$ cat src/rtl/cpu_pkg.sv
// ---------------------------------------------------------------------------
// cpu_pkg
//   Shared types and defaults for the memory-access / write-back stage.
//   - state_t    : handshake FSM states (IDLE, ACCESS, DONE)
//   - wb_t       : registered write-back bundle {wb_en, dest, value}
//   - BASE_DEFAULT / TIMEOUT_DEFAULT : default stage parameters
//   - word_addr(): byte ALU result -> 30-bit SRAM word address
// ---------------------------------------------------------------------------
package cpu_pkg;

  typedef enum logic [1:0] {
    IDLE   = 2'd0,
    ACCESS = 2'd1,
    DONE   = 2'd2
  } state_t;

  localparam int unsigned BASE_DEFAULT    = 1024;
  localparam int unsigned TIMEOUT_DEFAULT = 15;

  typedef struct packed {
    logic        wb_en;
    logic [3:0]  dest;
    logic [31:0] value;
  } wb_t;

  // All-zero bundle: a pipeline bubble that writes nothing.
  localparam wb_t WB_BUBBLE = '0;

  // Subtraction wraps modulo 2^32, so results below base are legal and
  // simply map to the top of the word-address space.
  function automatic logic [29:0] word_addr(input logic [31:0] alu_res,
                                            input logic [31:0] base);
    return 30'((alu_res - base) >> 2);
  endfunction

endpackage : cpu_pkg

$ cat src/rtl/mem_wb_stage_if.sv
// ---------------------------------------------------------------------------
// mem_wb_stage_if
//   Data-SRAM request/acknowledge bus between the MEM/WB stage (master) and
//   the memory (slave).
//
//   Handshake: the master holds mem_req high, together with a stable mem_we,
//   mem_addr and mem_wdata, for as long as one access is outstanding. The
//   slave completes the access by pulsing mem_ack for exactly one cycle;
//   for reads mem_rdata is valid only in that cycle. The master drops
//   mem_req in the cycle after the ack, and any mem_ack seen while mem_req
//   is low is ignored.
//
//   Signals:
//     mem_req   master->slave  access request
//     mem_we    master->slave  1 = write, 0 = read
//     mem_addr  master->slave  30-bit word address
//     mem_wdata master->slave  store data
//     mem_rdata slave->master  load data (valid with mem_ack)
//     mem_ack   slave->master  one-cycle completion pulse
// ---------------------------------------------------------------------------
interface mem_wb_stage_if;

  logic        mem_req;
  logic        mem_we;
  logic [29:0] mem_addr;
  logic [31:0] mem_wdata;
  logic [31:0] mem_rdata;
  logic        mem_ack;

  modport master (
    output mem_req,
    output mem_we,
    output mem_addr,
    output mem_wdata,
    input  mem_rdata,
    input  mem_ack
  );

  modport slave (
    input  mem_req,
    input  mem_we,
    input  mem_addr,
    input  mem_wdata,
    output mem_rdata,
    output mem_ack
  );

endinterface : mem_wb_stage_if

$ cat src/rtl/mem_handshake.sv
// ---------------------------------------------------------------------------
// mem_handshake
//   Access sequencer for the MEM/WB stage: IDLE -> ACCESS -> DONE -> IDLE.
//   Owns the timeout counter, the load buffer and the sticky error flag.
//
//   Ports:
//     clk         in   clock
//     rst         in   asynchronous active-low reset
//     mem_op_i    in   a valid load/store is presented by EXE/MEM
//     mem_ack_i   in   one-cycle SRAM completion pulse
//     mem_rdata_i in   SRAM read data (valid with mem_ack_i)
//     state_o     out  current FSM state (debug / observation)
//     mem_req_o   out  access request, high throughout ACCESS
//     freeze_o    out  stall upstream stages
//     latch_o     out  capture the memory operation this cycle
//     done_o      out  write back the completed memory operation this cycle
//     mem_err_o   out  sticky timeout flag, cleared only by reset
//     load_buf_o  out  captured read data (0 after a timeout)
// ---------------------------------------------------------------------------
module mem_handshake
  import cpu_pkg::*;
#(
  parameter int unsigned TIMEOUT = TIMEOUT_DEFAULT
) (
  input  logic        clk,
  input  logic        rst,
  input  logic        mem_op_i,
  input  logic        mem_ack_i,
  input  logic [31:0] mem_rdata_i,
  output state_t      state_o,
  output logic        mem_req_o,
  output logic        freeze_o,
  output logic        latch_o,
  output logic        done_o,
  output logic        mem_err_o,
  output logic [31:0] load_buf_o
);

  // Counter only needs to reach TIMEOUT-1.
  localparam int CNT_W = (TIMEOUT > 1) ? $clog2(TIMEOUT) : 1;
  localparam logic [CNT_W-1:0] CNT_LAST = CNT_W'(TIMEOUT - 1);

  state_t            state_q, state_d;
  logic [CNT_W-1:0]  cnt_q, cnt_d;
  logic [31:0]       buf_q, buf_d;
  logic              err_q, err_d;
  logic              freeze_c;

  always_ff @(posedge clk or negedge rst) begin
    if (!rst) begin
      state_q <= IDLE;
      cnt_q   <= '0;
      buf_q   <= '0;
      err_q   <= 1'b0;
    end else begin
      state_q <= state_d;
      cnt_q   <= cnt_d;
      buf_q   <= buf_d;
      err_q   <= err_d;
    end
  end

  always_comb begin
    state_d   = state_q;
    cnt_d     = cnt_q;
    buf_d     = buf_q;
    err_d     = err_q;
    mem_req_o = 1'b0;
    freeze_c  = 1'b0;
    latch_o   = 1'b0;
    done_o    = 1'b0;

    case (state_q)
      IDLE: begin
        if (mem_op_i) begin
          // Freeze already in the launch cycle so the EXE/MEM register holds
          // the instruction until its write-back is issued from DONE.
          latch_o  = 1'b1;
          freeze_c = 1'b1;
          cnt_d    = '0;
          state_d  = ACCESS;
        end
      end

      ACCESS: begin
        mem_req_o = 1'b1;
        freeze_c  = 1'b1;
        if (mem_ack_i) begin
          buf_d   = mem_rdata_i;
          state_d = DONE;
        end else if (cnt_q == CNT_LAST) begin
          // Abandon the access after TIMEOUT silent cycles; the load
          // returns zero and the error is remembered until reset.
          err_d   = 1'b1;
          buf_d   = '0;
          state_d = DONE;
        end else begin
          cnt_d = cnt_q + CNT_W'(1);
        end
      end

      DONE: begin
        // Upstream is released this cycle; ex_* still shows the finished
        // instruction and must not relaunch it.
        done_o  = 1'b1;
        state_d = IDLE;
      end

      default: begin
        state_d = IDLE;
      end
    endcase
  end

  // freeze is partly combinational from ex_*; hold it low while reset is
  // asserted so a frozen upstream is released immediately.
  assign freeze_o   = freeze_c & rst;
  assign state_o    = state_q;
  assign mem_err_o  = err_q;
  assign load_buf_o = buf_q;

endmodule : mem_handshake

$ cat src/rtl/mem_wb_stage.sv
// ---------------------------------------------------------------------------
// mem_wb_stage
//   Memory-access and write-back stage. Non-memory instructions pass straight
//   to the registered write-back outputs; loads and stores are latched,
//   issued to the data SRAM over a req/ack bus, and written back once the
//   access completes or times out. Upstream stages are frozen meanwhile.
//
//   Ports:
//     clk, rst      clock, asynchronous active-low reset
//     ex_valid      instruction present in EXE/MEM register
//     ex_wb_en      instruction writes a register
//     ex_mem_r_en   load
//     ex_mem_w_en   store (never together with ex_mem_r_en)
//     ex_dest       destination register
//     ex_alu_res    ALU result / byte address
//     ex_st_val     store data
//     mem           data-SRAM bus (master side)
//     freeze        hold IF/ID/EXE and their pipeline registers
//     mem_err       sticky timeout flag
//     WB_WB_EN, WB_Dest, WB_Value   registered write-back triple
//     dbg_state_o   handshake FSM state for observation
// ---------------------------------------------------------------------------
module mem_wb_stage
  import cpu_pkg::*;
#(
  parameter int unsigned BASE    = BASE_DEFAULT,
  parameter int unsigned TIMEOUT = TIMEOUT_DEFAULT
) (
  input  logic                   clk,
  input  logic                   rst,
  input  logic                   ex_valid,
  input  logic                   ex_wb_en,
  input  logic                   ex_mem_r_en,
  input  logic                   ex_mem_w_en,
  input  logic [3:0]             ex_dest,
  input  logic [31:0]            ex_alu_res,
  input  logic [31:0]            ex_st_val,
  mem_wb_stage_if.master         mem,
  output logic                   freeze,
  output logic                   mem_err,
  output logic                   WB_WB_EN,
  output logic [3:0]             WB_Dest,
  output logic [31:0]            WB_Value,
  output state_t                 dbg_state_o
);

  logic        mem_op;
  state_t      state;
  logic        mem_req;
  logic        latch;
  logic        done;
  logic [31:0] load_buf;

  // Operation latched at launch; drives the SRAM bus for the whole access
  // and supplies the write-back destination afterwards.
  logic [29:0] addr_q,  addr_d;
  logic [31:0] wdata_q, wdata_d;
  logic        we_q,    we_d;
  logic [3:0]  dest_q,  dest_d;
  logic        wb_en_q, wb_en_d;

  wb_t         wb_q, wb_d;

  assign mem_op = ex_valid & (ex_mem_r_en | ex_mem_w_en);

  mem_handshake #(
    .TIMEOUT (TIMEOUT)
  ) u_handshake (
    .clk         (clk),
    .rst         (rst),
    .mem_op_i    (mem_op),
    .mem_ack_i   (mem.mem_ack),
    .mem_rdata_i (mem.mem_rdata),
    .state_o     (state),
    .mem_req_o   (mem_req),
    .freeze_o    (freeze),
    .latch_o     (latch),
    .done_o      (done),
    .mem_err_o   (mem_err),
    .load_buf_o  (load_buf)
  );

  // Input latch.
  always_comb begin
    addr_d  = addr_q;
    wdata_d = wdata_q;
    we_d    = we_q;
    dest_d  = dest_q;
    wb_en_d = wb_en_q;
    if (latch) begin
      addr_d  = word_addr(ex_alu_res, 32'(BASE));
      wdata_d = ex_st_val;
      we_d    = ex_mem_w_en;
      dest_d  = ex_dest;
      // A store never writes the register file, whatever ex_wb_en says.
      wb_en_d = ex_wb_en & ~ex_mem_w_en;
    end
  end

  // Write-back source: pass-through in IDLE, completed access in DONE,
  // bubble while an access is being launched or is outstanding.
  always_comb begin
    wb_d = WB_BUBBLE;
    if (done) begin
      wb_d.wb_en = wb_en_q;
      wb_d.dest  = dest_q;
      wb_d.value = load_buf;
    end else if ((state == IDLE) && !mem_op) begin
      wb_d.wb_en = ex_wb_en & ex_valid;
      wb_d.dest  = ex_dest;
      wb_d.value = ex_alu_res;
    end
  end

  always_ff @(posedge clk or negedge rst) begin
    if (!rst) begin
      addr_q  <= '0;
      wdata_q <= '0;
      we_q    <= 1'b0;
      dest_q  <= '0;
      wb_en_q <= 1'b0;
      wb_q    <= WB_BUBBLE;
    end else begin
      addr_q  <= addr_d;
      wdata_q <= wdata_d;
      we_q    <= we_d;
      dest_q  <= dest_d;
      wb_en_q <= wb_en_d;
      wb_q    <= wb_d;
    end
  end

  assign mem.mem_req   = mem_req;
  assign mem.mem_we    = we_q;
  assign mem.mem_addr  = addr_q;
  assign mem.mem_wdata = wdata_q;

  assign WB_WB_EN    = wb_q.wb_en;
  assign WB_Dest     = wb_q.dest;
  assign WB_Value    = wb_q.value;
  assign dbg_state_o = state;

endmodule : mem_wb_stage

$ cat src/flat_wrapper.sv
// flat-port wrapper written by rule: the top's interface ports become plain ports
module mem_wb_stage_flat import cpu_pkg::*;
#(
  parameter int unsigned BASE    = BASE_DEFAULT,
  parameter int unsigned TIMEOUT = TIMEOUT_DEFAULT
)
  (clk, rst, ex_valid, ex_wb_en, ex_mem_r_en, ex_mem_w_en, ex_dest, ex_alu_res, ex_st_val, freeze, mem_err, WB_WB_EN, WB_Dest, WB_Value, dbg_state_o, mem_mem_req, mem_mem_we, mem_mem_addr, mem_mem_wdata, mem_mem_rdata, mem_mem_ack);
  mem_wb_stage_if mem_i ();
  input  logic clk;
  input  logic rst;
  input  logic ex_valid;
  input  logic ex_wb_en;
  input  logic ex_mem_r_en;
  input  logic ex_mem_w_en;
  input  logic [3:0] ex_dest;
  input  logic [31:0] ex_alu_res;
  input  logic [31:0] ex_st_val;
  output logic freeze;
  output logic mem_err;
  output logic WB_WB_EN;
  output logic [3:0] WB_Dest;
  output logic [31:0] WB_Value;
  output state_t dbg_state_o;
  output wire logic [$bits(mem_i.mem_req)-1:0] mem_mem_req;
  output wire logic [$bits(mem_i.mem_we)-1:0] mem_mem_we;
  output wire logic [$bits(mem_i.mem_addr)-1:0] mem_mem_addr;
  output wire logic [$bits(mem_i.mem_wdata)-1:0] mem_mem_wdata;
  input wire logic [$bits(mem_i.mem_rdata)-1:0] mem_mem_rdata;
  input wire logic [$bits(mem_i.mem_ack)-1:0] mem_mem_ack;
  assign mem_mem_req = mem_i.mem_req;
  assign mem_mem_we = mem_i.mem_we;
  assign mem_mem_addr = mem_i.mem_addr;
  assign mem_mem_wdata = mem_i.mem_wdata;
  assign mem_i.mem_rdata = mem_mem_rdata;
  assign mem_i.mem_ack = mem_mem_ack;
  mem_wb_stage #(.BASE(BASE), .TIMEOUT(TIMEOUT)) u_core (.clk(clk), .rst(rst), .ex_valid(ex_valid), .ex_wb_en(ex_wb_en), .ex_mem_r_en(ex_mem_r_en), .ex_mem_w_en(ex_mem_w_en), .ex_dest(ex_dest), .ex_alu_res(ex_alu_res), .ex_st_val(ex_st_val), .mem(mem_i), .freeze(freeze), .mem_err(mem_err), .WB_WB_EN(WB_WB_EN), .WB_Dest(WB_Dest), .WB_Value(WB_Value), .dbg_state_o(dbg_state_o));
endmodule
$ cat config.mk
export PLATFORM = sky130hd
export DESIGN_NAME = mem_wb_stage_flat
export DESIGN_NICKNAME = d
export VERILOG_FILES = /design/src/rtl/cpu_pkg.sv /design/src/rtl/mem_wb_stage_if.sv /design/src/rtl/mem_handshake.sv /design/src/rtl/mem_wb_stage.sv /design/src/flat_wrapper.sv
export SDC_FILE = /design/constraint.sdc
export NUM_CORES = 1
export LEC_CHECK = 0
export ABC_AREA = 1
export ABC_CLOCK_PERIOD_IN_PS = 2900
export CORE_ASPECT_RATIO = 2
export CORE_UTILIZATION = 45
export CTS_BUF_LIST = sky130_fd_sc_hd__clkbuf_8
export DETAILED_ROUTE_END_ITERATION = 6
export PLACE_DENSITY_LB_ADDON = 0.25
export SYNTH_ARGS = -nofsm -noshare
export SYNTH_HDL_FRONTEND = slang
export SYNTH_HIERARCHICAL = 1
export SYNTH_SLANG_ARGS = --single-unit
export TNS_END_PERCENT = 50
$ cat constraint.sdc
create_clock -name clk -period 2.9 [get_ports clk]
set_input_delay 0.435 -clock clk [delete_from_list [all_inputs] [get_ports clk]]
set_output_delay 0.435 -clock clk [all_outputs]
set_load 0.005 [all_outputs]
Yosys cells after proc, flatten, opt, wreduce, memory -nomap -nowiden
Cells that the tools add are included.
Cells by class
  add/sub/neg operators: 2
  equal/unequal tests: 7
  multiplexer cells: 17
  bitwise gates (word level): 7
  reductions and logical operators: 9
Operators with widths (count)
  $mux 37: 2
  $mux 32: 2
  $sub 32x11->32 const B: 1
  $mux 4: 3
  $pmux 4 s2: 1
  $mux 2: 3
  $add 4x1->4 const B: 1
  $and 1x1->1: 4
  $eq 4x4->1 const B: 1
  $mux 1: 4
  $ne 2x2->1 const B: 2
  $pmux 2 s2: 1
  $reduce_and 2->1: 2
  $reduce_and 4->1: 1
  $reduce_bool 2->1: 2
  $ne 3x3->1 const B: 1
  $reduce_and 3->1: 1
  $eq 2x1->1 const B: 1
  $eq 2x2->1 const B: 1
  $logic_not 2->1: 1
  $ne 2x1->1 const B: 1
  $not 1->1: 2
  $pmux 1 s2: 1
  $logic_and 1x1->1: 1
  2 further kinds: 2
Word-level totals
  bits in registers: 144
  input bits: 107
  output and inout port bits: 105

Depth between registers and ports, before layout
  word-level depth: 6
  depth in mapped cells: 9
  depth with buffers taken out: 9

Hierarchy
The synthesis kept the hierarchy.
Modules (own cells, without submodules)
  mem_wb_stage: instances 1, cells each 549, area an instance 4548.1 µm², sequential area each 2627.5 µm²
  mem_handshake: instances 1, cells each 183, area an instance 1629.1 µm², sequential area each 975.9 µm²

Worst setup path after synthesis
Ideal clock, no wire load.
  kind: input -> register
  from: in ex_mem_w_en
  to: reg u_core.wdata_q[21] (netlist: u_core/mem.mem_wdata[21])
  setup time: 66 ps
  data arrival time: 1511 ps
  slack: 1323 ps
  stages: 8
  buffers on the path: 3
  cell sequence: o21a_1 nand2_1 inv_1 buf_2 buf_2 clkbuf_1 nand2_1 nand2_1
Between the ends
  cells in the longest elaborated chain, start to end: 4
RTL lines
  from (decl): line flat_wrapper.sv:14  | input logic ex_mem_w_en;
  $or 1x1->1: line mem_wb_stage.sv:64  | assign mem_op = ex_valid & (ex_mem_r_en | ex_mem_w_en);
  $and 1x1->1: line mem_wb_stage.sv:64
  $mux 1: line mem_handshake.sv:75  | if (mem_op_i) begin
  $mux 1: line mem_handshake.sv:73  | case (state_q)
  via u_core.latch: line mem_wb_stage.sv:50  | logic latch;
  to (signal assigned): line mem_wb_stage.sv:125  | wdata_q <= wdata_d;
  to (decl): line mem_wb_stage.sv:57  | logic [31:0] wdata_q, wdata_d;
The timed path passes the listed nets, and every way through them passes these cells.
A chain may end at the register's enable or synchronous reset.

Worst setup path in the final report
  from: in ex_valid
  to: out freeze
Between the ends
  cells in the longest elaborated chain, start to end: 4
RTL lines
  from (decl): line flat_wrapper.sv:11  | input logic ex_valid;
  $and 1x1->1: line mem_wb_stage.sv:64
  via u_core.mem_op: line mem_wb_stage.sv:47  | logic mem_op;
  $mux 1: line mem_handshake.sv:75
  $pmux 1 s2: line mem_handshake.sv:73
  $and 1x1->1: line mem_handshake.sv:117  | assign freeze_o = freeze_c & rst;
  to (decl): line flat_wrapper.sv:18  | output logic freeze;
The timed path passes the listed nets, and every way through them passes these cells.

==> impl_metrics.env <==
export IMPL_arrival_ps=2100
export IMPL_grt_max_degree=145
export IMPL_die_w_microns=84.8
export IMPL_htree_levels=4
export IMPL_critPathLaunchType="input port"
export IMPL_synth_seq_area_share_pct=58.3
export IMPL_startpoint="ex_valid"
export IMPL_relSlewSlack_pct=50.1
export IMPL_hold_viol=0
export IMPL_asyncSetResetFlopFracSynth_pct=100
export IMPL_dieArea_sq_um=14200
export IMPL_cts_tree="built"
export IMPL_synth_area_sq_um=6180
export IMPL_wl_met3_microns=892
export IMPL_cts_sinks=144
export IMPL_worstSetupPathType="in2out"
export IMPL_setup_viol=0
export IMPL_synth_cell_types=29
export IMPL_port_buffers=211
export IMPL_vias=5379
export IMPL_place_hpwl_mm=11.6
export IMPL_leakage_nw=4.35
export IMPL_crit_path_cell_trace="clkdlybuf4s50_1 -> o21a_1 -> nand2_1 -> a21boi_0 -> clkdlybuf4s50_1"
export IMPL_cp_common_cell="clkdlybuf4s50_1"
export IMPL_ir_drop_mv=0.408
export IMPL_worst_path_max_delay_cell="clkdlybuf4s50_1"
export IMPL_path_max_fanout=7
export IMPL_cts_buffers=17
export IMPL_r2r_start="u_core/u_handshake/state_o[1]"
export IMPL_hp_class="in2async"
export IMPL_yosysTopAreaCell="dfrtp_1"
export IMPL_cts_root_buf="clkbuf_8"
export IMPL_status="finished with violations"
export IMPL_netlist_area_leader_share_pct=58.3
export IMPL_post_drt_wl_per_cell_microns=14.7
export IMPL_slew_violations=0
export IMPL_pin_count=212
export IMPL_required_ps=2470
export IMPL_synthMostInstantiatedCell="nand2_1"
export IMPL_met1Wirelength_mm=6.24
export IMPL_synth_common_cells="nand2_1, dfrtp_1, nand3_1"
export IMPL_min_period_ps=2540
export IMPL_antenna_left=0
export IMPL_max_freq_ghz=0.394
export IMPL_fin_nets=1047
export IMPL_clk_pin_slew_ps=90
export IMPL_drv_cap=0
export IMPL_ys_seq_elements=144
export IMPL_layout_drive_gt1_share_pct=6.00
export IMPL_tns_ps=0
export IMPL_cts_max_path_buffers=2
export IMPL_yosysWarnings=6
export IMPL_synth_nets=842
export IMPL_avgSynthCellArea_sq_um=8.44
export IMPL_drt_pass1_iter_count=7
export IMPL_cp_end_kind="output pin"
export IMPL_dr_wl_met2_mm=8.46
export IMPL_drc=21
export IMPL_grt_pass1_vias=5224
export IMPL_finalCritPeriodShare_pct=87.6
export IMPL_postCtsHoldBufs=0
export IMPL_postCtsSetupBuffers=0
export IMPL_max_slew_worst_pin_slew_ps=748
export IMPL_power_w=0.00653
export IMPL_die_h_microns=168
export IMPL_drt_iter0_drc=273
export IMPL_clock_latency_ps=450
export IMPL_synth_edff_count=0
export IMPL_slowest_delay_ps=520
export IMPL_clock_skew_ps=12.5
export IMPL_rsz0062_at_grt="no"
export IMPL_power_density_nw_per_um2=745
export IMPL_antenna_found_initial=1
export IMPL_reg2reg_setup_slack_ps=1180
export IMPL_core_region_area_sq_um=13400
export IMPL_area_delta_synth_final_pct=41.8
export IMPL_cts_resized=0
export IMPL_start_util_pct=46.0
export IMPL_synth_cells=732
export IMPL_grt_use_total_pct=23.7
export IMPL_overflow=0
export IMPL_synthTopCellsByArea="dfrtp_1, nand2_1, nand3_1"
export IMPL_gp_congestion=0.952
export IMPL_grt_pass1_wl_mm=26.0
export IMPL_r2r_end="u_core/mem.mem_addr[10]"
export IMPL_vias_per_cell=4.86
export IMPL_routed_wl_mm=16.3
export IMPL_ff2ff_path_depth=7
export IMPL_num_rows=60
export IMPL_ys_flop_type="dfrtp_1"
export IMPL_violations="DRC"
export IMPL_highest_layer="met4"
[worst max path at each step]
stage / end / slack (ps) / depth (start not counted)
final: freeze / 360 / 5
after global routing: freeze / 280 / 5
after CTS: freeze / 370 / 5
after detailed placement: freeze / 370 / 5
after global placement: freeze / 390 / 5
after floorplan: u_core/mem.mem_wdata[21] / 1320 / 8
[metal layers]
metal / track usage [%] / up-vias
met5: 0 / -
met4: 14.1 / 0
met3: 5.22 / 42
met2: 41.0 / 188
met1: 26.5 / 2464
li1: - / 2685
[state kept, by name (all words and copies together), names as in the netlist]
| register | flops |
|---|---|
| u_core/mem.mem_wdata | 32 |
| u_core/WB_Value | 32 |
| u_core/dest_q | 4 |
| u_core/u_handshake/mem_err_o | 1 |
| u_core/wb_en_q | 1 |
| u_core/WB_Dest | 4 |
| u_core/u_handshake/cnt_q | 4 |
| u_core/u_handshake/state_o | 2 |
| u_core/WB_WB_EN | 1 |
| u_core/mem.mem_addr | 30 |
| u_core/mem.mem_we | 1 |
| u_core/u_handshake/load_buf_o | 32 |
[worst max-delay path: cells and delay by family]
family	cells	cell delay, ps
buf+inv	2	1000
compound gates	2	450
simple gates	1	210
[placed cells by master (no fill, tap or decap), types with 2 or more instances in the layout]
| master | n |
|---|---|
| xnor2_1 | 2 |
| o21ai_0 | 17 |
| buf_12 | 2 |
| a31oi_1 | 4 |
| nor2_1 | 39 |
| a21oi_1 | 2 |
| clkinvlp_4 | 2 |
| inv_6 | 4 |
| clkinv_2 | 2 |
| buf_4 | 7 |
| nand4_1 | 7 |
| inv_2 | 4 |
| bufinv_16 | 2 |
| nand2_1 | 361 |
| nor2_2 | 2 |
| dfrtp_1 | 144 |
| ha_1 | 3 |
| clkbuf_8 | 17 |
| nand3_1 | 63 |
| xor2_1 | 4 |
| clkinv_4 | 4 |
| a21o_1 | 2 |
| clkdlybuf4s50_1 | 210 |
| nand3_2 | 5 |
| inv_1 | 31 |
[through the flow]
| stage | area [sq um] | hold WS [ps] | worst slack (ps) | utilization (%) | cells |
|---|---|---|---|---|---|
| floorplan | 6180 | 139 | 1320 | - | 732 |
| global placement | 8370 | 453 | 386 | 62.3 | 1073 |
| detailed placement | 8370 | 457 | 372 | 62.3 | 1073 |
| CTS | 8760 | 157 | 367 | 65.2 | 1105 |
| global route | 8760 | 168 | 279 | 65.2 | 1106 |
| finish | 8760 | 114 | 361 | 65.2 | 1106 |
[area by class of cell]
| class | count | area [sq um] |
|---|---|---|
| multi-input combinational | 519 | 2230 |
| fill | 1168 | 4680 |
| tap | 155 | 194 |
| antenna | 1 | 2.50 |
| sequential | 144 | 3600 |
| timing repair buffer | 220 | 2210 |
| inverter | 35 | 131 |
| clock inverter | 15 | 159 |
| clock buffer | 17 | 234 |
[cells by family (layout without fill, tap and decap cells)]
logic type	after synthesis	after routing	share of synthesized area [%]
compound gates	28	28	2.55
fa+ha+maj	3	3	0.608
xor+xnor	6	6	0.851
flops	144	144	58.3
other cells	0	1	0
buf+inv	69	287	5.59
simple gates	482	482	32.1
[power breakdown]
group,switching (W),total (W),internal (W)
Combinational,0.000897,0.00200,0.00111
Clock,0.000802,0.00157,0.000772
Sequential,0.000320,0.00295,0.00263
Total,0.00202,0.00653,0.00451
(Power assumes the default switching activity.)
